[src/rtl/calib_sched_pkg.sv]
// calib_sched_pkg: shared FSM state type and default sizing for the calibration scheduler.
package calib_sched_pkg;
    typedef enum logic [1:0] {IDLE, START, WAIT, DONE} state_t;
    localparam int NUM_CH_DEF  = 4;
    localparam int RES_W_DEF   = 16;
    localparam int TIMEOUT_DEF = 15;
endpackage

[src/rtl/rr_arbiter.sv]
// rr_arbiter: combinational round-robin pick, lowest requesting index at or after ptr, wrapping.
module rr_arbiter #(
    parameter int NUM_CH = 4,
    parameter int IW = $clog2(NUM_CH)
) (
    input  logic [NUM_CH-1:0] req,
    input  logic [IW-1:0]     ptr,
    output logic [NUM_CH-1:0] gnt,
    output logic [IW-1:0]     idx
);
    always_comb begin
        logic [IW-1:0] j;
        logic found;
        gnt = '0;
        idx = '0;
        found = 1'b0;
        for (int i = 0; i < NUM_CH; i++) begin
            j = IW'((int'(ptr) + i) % NUM_CH);
            if (!found && req[j]) begin
                found = 1'b1;
                gnt[j] = 1'b1;
                idx = j;
            end
        end
    end
endmodule

[src/rtl/calib_scheduler.sv]
// calib_scheduler: round-robin sharing of one calibration datapath among NUM_CH channels.
// Optional WAIT watchdog enabled by defining CALIB_SCHED_TIMEOUT_EN.
module calib_scheduler
    import calib_sched_pkg::*;
#(
    parameter int NUM_CH  = NUM_CH_DEF,
    parameter int RES_W   = RES_W_DEF,
    parameter int TIMEOUT = TIMEOUT_DEF
) (
    input  logic                      clk,
    input  logic                      rst_n,
    input  logic [NUM_CH-1:0]         req,
    output logic [NUM_CH-1:0]         ack,
    output logic [$clog2(NUM_CH)-1:0] ch_sel,
    output logic                      busy,
    output logic                      calib_start,
    input  logic                      calib_done,
    input  logic [RES_W-1:0]          calib_result,
    output logic [RES_W-1:0]          result,
    output logic                      err
);
    localparam int IW = $clog2(NUM_CH);

    state_t              state;
    logic [IW-1:0]       ptr;
    logic [IW-1:0]       nxt;
    logic [IW-1:0]       gidx;
    logic [NUM_CH-1:0]   gnt;
    logic                to;

    rr_arbiter #(.NUM_CH(NUM_CH), .IW(IW)) u_arb (
        .req (req),
        .ptr (ptr),
        .gnt (gnt),
        .idx (gidx)
    );

    assign nxt         = (ch_sel == IW'(NUM_CH - 1)) ? '0 : ch_sel + 1'b1;
    assign busy        = state != IDLE;
    assign calib_start = state == START;
    // ack follows the live request so a channel that gave up is never acked
    assign ack = (state == DONE && req[ch_sel]) ? ({{(NUM_CH-1){1'b0}}, 1'b1} << ch_sel) : '0;

`ifdef CALIB_SCHED_TIMEOUT_EN
    localparam int CW = ($clog2(TIMEOUT + 1) > 4) ? $clog2(TIMEOUT + 1) : 4;
    logic [CW-1:0] cnt;
    assign to = state == WAIT && !calib_done && cnt == CW'(TIMEOUT - 1);
    always_ff @(posedge clk or negedge rst_n) begin
        if (!rst_n) begin
            cnt <= '0;
            err <= 1'b0;
        end else begin
            cnt <= (state == WAIT) ? cnt + 1'b1 : '0;
            err <= to;
        end
    end
`else
    assign to  = 1'b0;
    assign err = 1'b0;
`endif

    always_ff @(posedge clk or negedge rst_n) begin
        if (!rst_n) begin
            state  <= IDLE;
            ptr    <= '0;
            ch_sel <= '0;
            result <= '0;
        end else begin
            case (state)
                IDLE: if (|gnt) begin
                    ch_sel <= gidx;
                    state  <= START;
                end
                START: state <= WAIT;
                WAIT: if (calib_done) begin
                    result <= calib_result;
                    state  <= DONE;
                end else if (to) begin
                    ptr   <= nxt;
                    state <= IDLE;
                end
                default: begin
                    ptr   <= nxt;
                    state <= IDLE;
                end
            endcase
        end
    end
endmodule

[config.mk]
export PLATFORM = sky130hd
export DESIGN_NAME = calib_scheduler
export DESIGN_NICKNAME = d
export VERILOG_FILES = /design/src/rtl/calib_sched_pkg.sv /design/src/rtl/rr_arbiter.sv /design/src/rtl/calib_scheduler.sv
export SDC_FILE = /design/constraint.sdc
export NUM_CORES = 1
export LEC_CHECK = 0
export ABC_AREA = 1
export CAP_MARGIN = 20
export CORE_MARGIN = 3
export CORE_UTILIZATION = 25
export CTS_CLUSTER_DIAMETER = 50
export DETAILED_ROUTE_END_ITERATION = 6
export PLACE_DENSITY_LB_ADDON = 0.05
export RECOVER_POWER = 25
export SYNTH_ARGS = -nofsm -noshare
export SYNTH_HDL_FRONTEND = slang
export SYNTH_HIERARCHICAL = 1
export SYNTH_SLANG_ARGS = --single-unit
[constraint.sdc]
create_clock -name clk -period 3.7 [get_ports clk]
set_clock_uncertainty 0.05 [all_clocks]
set_input_delay 0.74 -clock clk [delete_from_list [all_inputs] [get_ports clk]]
set_output_delay 0.74 -clock clk [all_outputs]
set_load 0.01 [all_outputs]
==> flow_summary.ini <==
[worst_setup_path]
arrival_ns = 2.30
rr_startpoint = ptr[0]
crit_path_end = ack[3]
crit_required_ns = 2.91
cpPeakStageDelay_ns = 0.57
crit_family = buffers and inverters
crit_cells = 8
reg2reg_slack_ns = 1.32
crit_buf_inv = 3
cp-end-kind = primary output
cpMaxStageDelayCell = clkdlybuf4s50_1
start_kind = input pin
path_cells = clkdlybuf4s50_1 -> inv_1 -> nand2_1 -> nand3_1 -> nand2_1 -> nand2_1 -> nor2_1 -> clkdlybuf4s50_1
timing.rr.end = state[1]
r2r_cells = 13
cp_max_fo = 4
crit_type = in -> out
critPathLaunch = req[0]
cp_common_cell = nand2_1

[sta]
hold_viol = 0
max_slew_margin_pct = 45.5
rsz0062_at_grt = no
finalCriticalPeriod_ns = 3.09
hold_ws_ns = 0.463
setup_viol = 0
setup_slack_ns = 0.605
report.final.slew_viol_count = 0
fmax_mhz = 323
tns_ns = 0
finalCritPeriodShare_pct = 83.6
worst_pin_slew_ns = 0.817

[drt]
routed_wl_um = 3570
drtIter0Drc = 35
ant_nets = 0
drc_errors = 0
viasPerCell = 4.19
first_pass_iters = 4
wl_per_cell_um = 11.6
vias = 1291

[die]
die_h_um = 86.4
die_w_um = 86.4
coreArea_sq_mm = 0.00610
row_count = 28
die_area_sq_mm = 0.00747
pin_count = 48
initial_core_util_pct = 26.5

[placement]
dpl.cell_count = 303
io_buffers = 46
place.gp.congestion = 0.752
place_worst_setup_slack_ns = 0.590
placement.cell_area_sq_mm = 0.00213
hpwl_um = 2810

[synthesis]
synth_seq_area_share_pct = 34.1
syn-num-nets = 222
ys_types = 23
ys_ff_latch = 22
synth_cells = 185
synth_area_per_cell_sq_um = 8.74
yosysWarningCount = 6
syn_area_sq_mm = 0.00162

[grt]
grt_pass1_wl_um = 6010
grt_usage_pct = 9.84
grt_start_max_net_pins = 23
grt_antenna_before_repair = 0
grt_overflow = 0
grt_pass1_vias = 1324

[cells_and_area]
antennaDiodeCount = 0
drive_gt1_share_pct = 13.3
design_area_sq_mm = 0.00219
final_core_util_pct = 35.9
syn_to_final_growth_pct = 35.5
stdcell_count = 308
nNetsFinal = 271

[worst_hold_path]
holdCritPathClass = reg -> reg

[clock_tree]
cts-root-buf = clkbuf_8
hold_buffers = 0
postCtsSetupBuffers = 0
cts_buffer_depth = 2
cts.clk_slew.worst_paths_ns = 0.08
ctsResizeCount = 0
cts_num_sinks = 22
clock_latency_ns = 0.25
h-tree-depth = 1
cts_tree = yes
cts_buffers = 3

[power_and_ir_drop]
max-vdd-ir-drop_uv = 350
p_leak_nw = 1.08
cellPowerDensity_mw_per_mm2 = 871
report.power.total_mw = 1.91

[outcome]
status = complete, no violations

[run]
max_cap_viol_count = 0
[registers in the layout, summed over array words and instances, names as in the netlist]
name,flops
ch_sel,2
ptr,2
result,16
state,2
[cell type report]
class                      count  area (sq um)
fill                         646          3910
multi-input combinational    132           917
sequential                    22           551
timing repair buffer          47           464
inverter                      28           110
tap                           75          93.8
clock buffer                   4          55.1
[worst min path at each step]
| stage | start | endpoint | slack [ns] | cells after the start |
|---|---|---|---|---|
| 2_1_floorplan | rst_n | ch_sel[0] | 0.39 | 0 |
| 3_3_place_gp | result[5] | result[5] | 0.44 | 1 |
| 3_5_place_dp | result[0] | result[0] | 0.44 | 1 |
| 4_1_cts | result[7] | result[7] | 0.47 | 1 |
| 5_1_grt | result[0] | result[0] | 0.49 | 1 |
| 6_report | result[5] | result[5] | 0.46 | 1 |
[Yosys cell counts (all sizes together)]
cell	count	area, sq um
o21ai	3	15.0
buf	3	38.8
nand2	41	189
ha	14	175
mux2	17	229
a21boi	4	30.0
dfrtp	22	551
nand3	32	173
inv	28	110
nand4	1	6.26
a21oi	5	25.0
nor2	14	71.3
conb	1	3.75
[power breakdown]
group | total, mW | internal [mW] | switching, mW
combinational | 1.26 | 0.605 | 0.652
sequential | 0.484 | 0.366 | 0.117
clock | 0.168 | 0.0946 | 0.0731
total | 1.91 | 1.07 | 0.842
[worst reg2reg max path, delay by kind of cell, from the launching register on]
kind / cells / cell delay (ns)
compound gates: 1 / 0.12
simple gates: 9 / 0.90
buf+inv: 2 / 0.24
fa+ha+maj: 1 / 0.37
flops: 1 / 0.64
[logic make-up (layout without fill, tap and decap cells)]
group	count (synthesis)	after routing	synth area share (%)
AO/OA/AOI/OAI	12	12	4.33
adder cells (fa/ha/maj)	14	14	10.8
buffers and inverters	31	79	9.21
flip-flops	22	22	34.1
multiplexers	17	17	14.2
other	1	1	0.232
AND/OR/NAND/NOR	88	88	27.2
[layout by cell type, fill, tap and decap left out]
cell type	count
conb_1	1
nor2_2	1
mux2_2	7
ha_1	14
dlygate4sd3_1	1
nand3_1	31
nor2_8	1
clkbuf_1	1
nor2_1	12
nand2_1	35
a21oi_1	5
nand3_4	1
inv_1	27
dfrtp_1	22
mux2_4	10
nand4_1	1
nand2_2	2
inv_6	1
o21ai_1	2
clkdlybuf4s50_1	45
o21ai_0	1
clkbuf_8	4
a21boi_0	4
nand2_4	4
[routing by layer]
| metal | vias up | part of all wire [%] | global-route usage, % |
|---|---|---|---|
| met5 | - | 0 | 0 |
| met1 | 570 | 47 | 12.3 |
| met4 | 0 | 0.73 | 2.97 |
| met3 | 2 | 5.4 | 2.47 |
| li1 | 692 | - | - |
| met2 | 27 | 47 | 16.6 |
(Power assumes the default switching activity.)
